**config.mk**
```make
export PLATFORM = sky130hd
export DESIGN_NAME = issue_ctrl
export DESIGN_NICKNAME = d
export VERILOG_FILES = /design/src/rtl/width_param.sv /design/src/rtl/issue_ctrl_pkg.sv /design/src/rtl/issue_scoreboard.sv /design/src/rtl/issue_ctrl.sv
export SDC_FILE = /design/constraint.sdc
export NUM_CORES = 1
export LEC_CHECK = 0
export BUFFER_PORTS_ARGS = -buffer_cell sky130_fd_sc_hd__buf_2
export CORE_ASPECT_RATIO = 0.5
export CORE_UTILIZATION = 55
export DETAILED_ROUTE_END_ITERATION = 8
export GPL_ROUTABILITY_DRIVEN = 0
export PLACE_DENSITY_LB_ADDON = 0.1
export SETUP_SLACK_MARGIN = 0.3
export SLEW_MARGIN = 15
export SYNTH_ARGS = -nofsm -noshare
export SYNTH_HDL_FRONTEND = slang
export SYNTH_SLANG_ARGS = --single-unit
```
**constraint.sdc**
```tcl
create_clock -name i_clk -period 8.1 [get_ports i_clk]
set_input_delay 1.215 -clock i_clk [delete_from_list [all_inputs] [get_ports i_clk]]
set_output_delay 1.215 -clock i_clk [all_outputs]
set_load 0.01 [all_outputs]
```
**src/rtl/width_param.sv**
```systemverilog
// width_param: shared datapath and register-address widths.
package width_param;
    localparam int REG_WIDTH      = 32;
    localparam int REG_ADDR_WIDTH = 5;
    localparam int NUM_REGS       = 1 << REG_ADDR_WIDTH;
endpackage

```
**src/rtl/issue_ctrl_pkg.sv**
```systemverilog
// issue_ctrl_pkg: pipeline-shared types for the issue stage (stall causes, scoreboard widths).
package issue_ctrl_pkg;
    import width_param::*;
    localparam int SCB_CNT_WIDTH = 2;
    typedef logic [SCB_CNT_WIDTH-1:0]  scb_cnt_t;
    typedef logic [REG_ADDR_WIDTH-1:0] reg_addr_t;
    localparam scb_cnt_t SCB_MAX = '1;
    typedef enum logic [1:0] {
        STALL_NONE = 2'b00,
        STALL_RAW  = 2'b01,
        STALL_CSR  = 2'b10,
        STALL_FULL = 2'b11
    } stall_cause_e;
    typedef enum logic {IDLE, CSR_WAIT} csr_state_e;
endpackage

```
**src/rtl/issue_scoreboard.sv**
```systemverilog
// issue_scoreboard: saturating pending-write counters for r1..r31; r0 always reads zero.
module issue_scoreboard
    import width_param::*;
    import issue_ctrl_pkg::*;
(
    input  logic      i_clk,
    input  logic      i_rst,
    input  logic      i_clear,
    input  logic      i_inc,
    input  reg_addr_t i_inc_addr,
    input  logic      i_dec,
    input  reg_addr_t i_dec_addr,
    input  reg_addr_t i_rs1_addr,
    input  reg_addr_t i_rs2_addr,
    input  reg_addr_t i_rw_addr,
    output scb_cnt_t  o_rs1_cnt,
    output scb_cnt_t  o_rs2_cnt,
    output scb_cnt_t  o_rw_cnt
);
    scb_cnt_t [NUM_REGS-1:0] w_cnt;
    assign w_cnt[0] = '0;
    for (genvar r = 1; r < NUM_REGS; r++) begin : g_reg
        scb_cnt_t r_cnt;
        logic     w_inc;
        logic     w_dec;
        assign w_inc = i_inc && i_inc_addr == reg_addr_t'(r);
        assign w_dec = i_dec && i_dec_addr == reg_addr_t'(r);
        // Simultaneous inc and dec on one register cancel out.
        always_ff @(posedge i_clk)
            if (i_rst || i_clear) r_cnt <= '0;
            else if (w_inc && !w_dec && r_cnt != SCB_MAX) r_cnt <= r_cnt + 1'b1;
            else if (w_dec && !w_inc && r_cnt != '0) r_cnt <= r_cnt - 1'b1;
        assign w_cnt[r] = r_cnt;
    end
    assign o_rs1_cnt = w_cnt[i_rs1_addr];
    assign o_rs2_cnt = w_cnt[i_rs2_addr];
    assign o_rw_cnt  = w_cnt[i_rw_addr];
endmodule

```
**src/rtl/issue_ctrl.sv**
```systemverilog
// issue_ctrl: in-order issue gating with scoreboard RAW/full hazards and CSR serialization.
// ISSUE_FORWARD_EN selects load-shadow RAW detection (one load-use bubble) instead of count-based RAW.
module issue_ctrl
    import width_param::*;
    import issue_ctrl_pkg::*;
(
    input  logic                      i_clk,
    input  logic                      i_rst,
    input  logic                      i_id_valid,
    output logic                      o_id_ready,
    input  logic [REG_ADDR_WIDTH-1:0] i_id_rs1,
    input  logic [REG_ADDR_WIDTH-1:0] i_id_rs2,
    input  logic                      i_id_rs1_en,
    input  logic                      i_id_rs2_en,
    input  logic [REG_ADDR_WIDTH-1:0] i_id_rw_addr,
    input  logic                      i_id_rw_en,
    input  logic                      i_id_is_load,
    input  logic                      i_id_csr_wen,
    output logic                      o_issue_valid,
    input  logic                      i_ex_ready,
    input  logic                      i_wb_valid,
    input  logic                      i_wb_rw_en,
    input  logic [REG_ADDR_WIDTH-1:0] i_wb_rw_addr,
    input  logic                      i_csr_commit,
    input  logic                      i_flush,
    output logic [1:0]                o_stall_cause,
    output logic [15:0]               o_stall_cycles
);
    scb_cnt_t     w_rs1_cnt, w_rs2_cnt, w_rw_cnt;
    csr_state_e   r_state;
    logic [15:0]  r_stall_cycles;
    logic         w_req, w_full, w_csr, w_raw, w_hazard, w_fire;
    stall_cause_e w_cause;

    issue_scoreboard u_scb (
        .i_clk      (i_clk),
        .i_rst      (i_rst),
        .i_clear    (i_flush),
        .i_inc      (w_fire && i_id_rw_en),
        .i_inc_addr (i_id_rw_addr),
        .i_dec      (i_wb_valid && i_wb_rw_en),
        .i_dec_addr (i_wb_rw_addr),
        .i_rs1_addr (i_id_rs1),
        .i_rs2_addr (i_id_rs2),
        .i_rw_addr  (i_id_rw_addr),
        .o_rs1_cnt  (w_rs1_cnt),
        .o_rs2_cnt  (w_rs2_cnt),
        .o_rw_cnt   (w_rw_cnt)
    );

`ifdef ISSUE_FORWARD_EN
    logic      r_sh_valid;
    reg_addr_t r_sh_addr;
    logic      w_unused_cnt;
    assign w_unused_cnt = ^{w_rs1_cnt, w_rs2_cnt};
    assign w_raw = r_sh_valid && r_sh_addr != '0 &&
                   ((i_id_rs1_en && i_id_rs1 == r_sh_addr) || (i_id_rs2_en && i_id_rs2 == r_sh_addr));
    // Shadow lives exactly one EX-advancing cycle: the load-use bubble.
    always_ff @(posedge i_clk)
        if (i_rst || i_flush) r_sh_valid <= 1'b0;
        else if (w_fire && i_id_is_load && i_id_rw_en) begin
            r_sh_valid <= 1'b1;
            r_sh_addr  <= i_id_rw_addr;
        end else if (i_ex_ready) r_sh_valid <= 1'b0;
`else
    logic w_unused_load;
    assign w_unused_load = i_id_is_load;
    assign w_raw = (i_id_rs1_en && w_rs1_cnt != '0) || (i_id_rs2_en && w_rs2_cnt != '0);
`endif

    assign w_req    = i_id_valid && i_ex_ready;
    assign w_full   = i_id_rw_en && w_rw_cnt == SCB_MAX;
    assign w_csr    = r_state == CSR_WAIT;
    assign w_hazard = w_full || w_csr || w_raw;
    assign w_fire   = w_req && !w_hazard && !i_flush;
    assign w_cause  = !w_req ? STALL_NONE : w_full ? STALL_FULL : w_csr ? STALL_CSR :
                      w_raw ? STALL_RAW : STALL_NONE;

    assign o_id_ready     = w_fire;
    assign o_issue_valid  = w_fire;
    assign o_stall_cause  = w_cause;
    assign o_stall_cycles = r_stall_cycles;

    always_ff @(posedge i_clk)
        if (i_rst) r_state <= IDLE;
        else if (i_flush) r_state <= IDLE;
        else if (r_state == IDLE && w_fire && i_id_csr_wen) r_state <= CSR_WAIT;
        else if (r_state == CSR_WAIT && i_csr_commit) r_state <= IDLE;

    always_ff @(posedge i_clk)
        if (i_rst) r_stall_cycles <= '0;
        else if (w_req && w_hazard && r_stall_cycles != 16'hFFFF) r_stall_cycles <= r_stall_cycles + 16'd1;
endmodule
```
---- Word-level counts from Yosys, hierarchy flattened ----
Cells that the tools add are included.
cells by class
  bitwise operators ....................... 1
  reduce and logical (&&, ||, !) cells .... 333
  equal/unequal tests ..................... 95
  add/subtract/negate cells ............... 63
  multiplexer cells ....................... 74
  order comparisons ....................... 3
operators by type and width
  operator               number
  $logic_and 1x1->1      199
  $eq 5x5->1 const B     32
  $mux 2                 68
  $reduce_bool 2->1      65
  $eq 5x4->1 const B     16
  $logic_not 1->1        64
  $add 2x1->2 const B    31
  $ne 2x2->1 const B     31
  $sub 2x1->2 const B    31
  $eq 5x3->1 const B     8
  $bmux 2 s5             3
  $eq 5x2->1 const B     4
  $lt 5x6->1 const B     3
  $add 16x1->16 const B  1
  $ne 16x16->1 const B   1
  $eq 5x1->1 const B     2
  $logic_or 1x1->1       4
  $mux 1                 3
  $eq 2x2->1 const B     1
  $reduce_or 2->1        1
  $not 1->1              1
word-level totals
  output and inout port bits .............. 20
  word-level logic and storage cells ...... 602
  input bits .............................. 33
  register bits after elaboration ......... 79

---- Depth between registers and ports, before layout ----
  depth after elaboration ................. 16
  depth in mapped cells ................... 13
  depth with buffers taken out ............ 8

---- Cells and area by module ----
A second synthesis with hierarchy kept.
second synthesis, totals
  cell total of the unflattened synthesis .. 895
  area total of the unflattened synthesis .. 6487.5 um2
modules (own cells, without submodules)
  module            times used  cells each  sequential area each (um2)  area an instance (um2)
  issue_scoreboard  1           772         1241.2                      5418.9
  issue_ctrl        1           123         340.3                       1068.5

---- Least setup slack after synthesis ----
Ideal clock, no wire load.
  path kind ............................... input -> output
  from .................................... input i_id_rs1[1]
  to ...................................... output o_issue_valid
  data required time ...................... 6.885 ns
  cell stages on the path ................. 10
  arrival time ............................ 3.767 ns
  buffers on the path ..................... 4
  path slack .............................. 3.118 ns
  cell sequence ........................... buf_2 or4b_2 o311a_1 o21a_1 a311oi_2 o32ai_2 buf_2 buf_2 nor4_1 buf_4
on the way
  cells in the longest elaborated chain, start to end .. 9
ends and longest elaborated chain
  item                            RTL line                source
  from (decl)                     issue_ctrl.sv:11        input logic [REG_ADDR_WIDTH-1:0] i_id_rs1,
  $bmux 2 s5                      issue_scoreboard.sv:35  assign o_rs1_cnt = w_cnt[i_rs1_addr];
  $mux 2 (implied by the code)    issue_scoreboard.sv:35
  $reduce_bool 2->1               issue_ctrl.sv:68        assign w_raw = (i_id_rs1_en && w_rs1_cnt != '0) || (i_id_rs2_en && w_rs2_cnt != '0);
  $logic_and 1x1->1               issue_ctrl.sv:68
  $logic_or 1x1->1                issue_ctrl.sv:68
  $logic_or 1x1->1                issue_ctrl.sv:74        assign w_hazard = w_full || w_csr || w_raw;
  $logic_not 1->1                 issue_ctrl.sv:75        assign w_fire = w_req && !w_hazard && !i_flush;
  $logic_and 1x1->1 (2 in a row)  issue_ctrl.sv:75
  to (decl)                       issue_ctrl.sv:19        output logic o_issue_valid,
No other way between the ends. The select of a mux whose other input is x is not followed.

---- Worst setup path after layout ----
  from .................................... input i_id_rs1[0]
  to ...................................... output o_stall_cause[0]
on the way
  cells in the longest elaborated chain, start to end .. 9
ends and longest elaborated chain
  item                          RTL line                source
  $bmux 2 s5                    issue_scoreboard.sv:35
  $mux 2 (implied by the code)  issue_scoreboard.sv:35
  $reduce_bool 2->1             issue_ctrl.sv:68
  $logic_and 1x1->1             issue_ctrl.sv:68
  $logic_or 1x1->1              issue_ctrl.sv:68
  $mux 1                        issue_ctrl.sv:77        w_raw ? STALL_RAW : STALL_NONE;
  $mux 2 (3 in a row)           issue_ctrl.sv:76        assign w_cause = !w_req ? STALL_NONE : w_full ? STALL_FULL : w_csr ? STALL_CSR :
  to (decl)                     issue_ctrl.sv:26        output logic [1:0] o_stall_cause,
No other way between the ends. The select of a mux whose other input is x is not followed.

==> results_dict.tcl <==
set metrics [dict create \
    grt_max_degree 72 \
    final_area_um2 6670 \
    status "complete, no violations" \
    hold_path_startpoint "u_scb.g_reg[13].r_cnt[1]$_SDFFE_PP0P_" \
    crit_required_ns 6.88 \
    slowest_stage "buf_4" \
    pwr-share-seq_pct 41.9 \
    ys.flop_type "dfxtp_1" \
    regArea_um2 1580 \
    htreeDepth 3 \
    cp_max_fo 71 \
    drive_gt1_share_pct 16.3 \
    postCtsResizedCells 0 \
    clk_path_buf_depth 2 \
    synthArstFlopShare_pct 0 \
    io-pin-count 53 \
    yosysWarnings 0 \
    cts_buffers 9 \
    synth_edf_count 0 \
    coreArea_um2 10500 \
    io_buffer_count 51 \
    final_common_cell "nor2_1" \
    setup_violations 0 \
    pwr-share-comb_pct 12.1 \
    power.share.clock_pct 46.0 \
    cts_tree "yes" \
    p_leak_nw 2.07 \
    synth_top_family_by_area "simple AND/OR/NAND/NOR gates" \
    power_density_nw_per_um2 139 \
    clock_latency_ns 0.35 \
    synthMuxAreaShare_pct 9.61 \
    post_cts_buffers 0 \
    fin_crit_ns 5.22 \
    utilization_pct 63.5 \
    synthAdderAreaFrac_pct 0.204 \
    area_growth_syn_to_layout_pct 9.04 \
    switchingPower_w 0.000269 \
    syn_area_per_cell_um2 7.65 \
    power.internal_w 0.000661 \
    diodes 0 \
    met1_usage_pct 44.8 \
    die_area_um2 11600 \
    totalWireLength_um 18900 \
    syn-num-nets 834 \
    skew_ns 0.00804 \
    worstPathCellList "buf_2 > mux4_2 > a221oi_1 > a211oi_1 > o32ai_4 > buf_4 > nand2b_1 > a31oi_1 > buf_2" \
    start_util_pct 58.3 \
    fmax_mhz 192 \
    root_buffer "clkbuf_16" \
    place_area_um2 6370 \
    wire_per_inst_um 19.8 \
    relSlewSlack_pct 30.8 \
    netlist_area_um2 6120 \
    layout.nets 845 \
    max-vdd-ir-drop_v 0.000125 \
    use_met3_pct 9.52 \
    max-cap-violations 0 \
    timing_worst_slew_pin_value_ns 1.03 \
    multi_input_area_um2 4260 \
    grt-ovfl-total 0 \
    place_hpwl_um 13000 \
    synth_simple_gate_area_share_pct 33.6 \
    vias_per_cell 6.86 \
    clk_pin_slew_ns 0.06 \
    cts_hold_buf 0 \
    syn_inst 800 \
    endpoint_kind "output pin" \
    critPathLaunch "i_id_rs1[0]" \
    hp-class "register to register" \
    ys_types 70 \
    rr_startpoint "u_scb.g_reg[3].r_cnt[1]$_SDFFE_PP0P_" \
    cts.sinks 79 \
    fp.dieW_um 151 \
    hold_viol_final 0 \
    grt-busiest-layer "met2" \
    die_h_um 76.6 \
    cp.arrival_ns 4.00 \
    num-fill-cells 969 \
    critPathMaxStageDelay_ns 0.64 \
    grt_use_total_pct 33.6 \
    grt_pass1_vias 5878 \
    grt_antenna_before_repair 0 \
    rows 26 \
    drc 0 \
    min_period_over_period_pct 64.4 \
    grt_pass1_wl_um 30100 \
    ys_ff_latch 79 \
    synth-seq-area-share_pct 25.8 \
    path_class "input port to output pin" \
    num_vias 6560 \
    drt_iter0_drc 774 \
    first_pass_iters 8 \
    finalMaxSlewViolations 0 \
    tns_ns 0 \
    grtUsageMet2_pct 51.0 \
    p_sw_share_pct 28.9 \
    synth_xor_xnor_area_share_pct 1.43 \
    start_kind "input port" \
    antenna_left 0 \
    synth_compound_area_share_pct 24.4 \
    rsz0062_at_grt "no" \
    final_cell_mix "nor2_1 (90), dfxtp_1 (79), nand2_1 (73)" \
    path_common_cell "buf_2" \
]
## state kept, by name, indices dropped and copies added (netlist names)
register,count
r_state,1
u_scb.g.r_cnt,62
o_stall_cycles,16
## through the flow
stage,instances,setup slack [ns],hold WS (ns),power [W]
floorplan,800,3.12,0.463,0.000471
global placement,940,2.91,0.484,0.000505
detailed placement,940,2.90,0.488,0.000507
CTS,956,2.89,0.498,0.000929
global route,956,2.72,0.525,0.000956
finish,956,2.88,0.500,0.000930
## power groups by stage
stage	sequential, W	combinational (W)	clock (W)
floorplan	0.000398	0.0000722	0
CTS	0.000389	0.000109	0.000431
detailed placement	0.000398	0.000108	0
finish	0.000389	0.000113	0.000428
global placement	0.000398	0.000107	0
global route	0.000389	0.000120	0.000447
## synthesized netlist by cell type, types with 18 or more instances
| master | count | area, um^2 |
|---|---|---|
| a31oi_1 | 19 | 119 |
| clkbuf_1 | 32 | 120 |
| nor2_1 | 90 | 338 |
| nand3_1 | 33 | 165 |
| nand2_1 | 73 | 274 |
| buf_2 | 18 | 90.1 |
| nor3_1 | 26 | 130 |
| a21oi_1 | 39 | 195 |
| nand2b_1 | 30 | 188 |
| o21ai_0 | 50 | 250 |
| nor4_1 | 24 | 150 |
| dfxtp_1 | 79 | 1580 |
## worst max-delay path: cells and delay by family
| family | cells | cell delay (ns) |
|---|---|---|
| AO/OA/AOI/OAI | 4 | 0.99 |
| buffers and inverters | 3 | 1.10 |
| multiplexers | 1 | 0.57 |
| AND/OR/NAND/NOR | 1 | 0.10 |
## logic make-up after synthesis
| family | after synthesis |
|---|---|
| AOI/OAI and AO/OA | 215 |
| xor gates and xnor gates | 10 |
| adders and majority gates | 1 |
| buffers and inverters | 71 |
| DFF | 79 |
| muxes | 36 |
| and+or+nand+nor | 388 |
## per-layer routing
metal / wire length (um) / vias up
met1: 8050 / 3058
li1: - / 3060
met4: 449 / 0
met2: 8150 / 396
met3: 2240 / 46
met5: 0 / -
## final timing paths
path | endpoint | slack, ns | cells after the start
worst max-delay path | o_stall_cause[0] | 2.88 | 9
worst min register to register | u_scb.g_reg[13].r_cnt[1]$_SDFFE_PP0P_ | 0.50 | 2
worst min-delay path | u_scb.g_reg[13].r_cnt[1]$_SDFFE_PP0P_ | 0.50 | 2
worst max register to register | u_scb.g_reg[19].r_cnt[1]$_SDFFE_PP0P_ | 4.45 | 9
## layout make-up
cell class                 count  area share (%)
multi-input combinational    650            63.8
clock buffer                   9            3.37
timing repair buffer          58            4.61
clock inverter                 7            1.18
tap                          140            2.62
inverter                      13           0.731
sequential                    79            23.7
No activity file was read; power rests on OpenSTA's default activity.
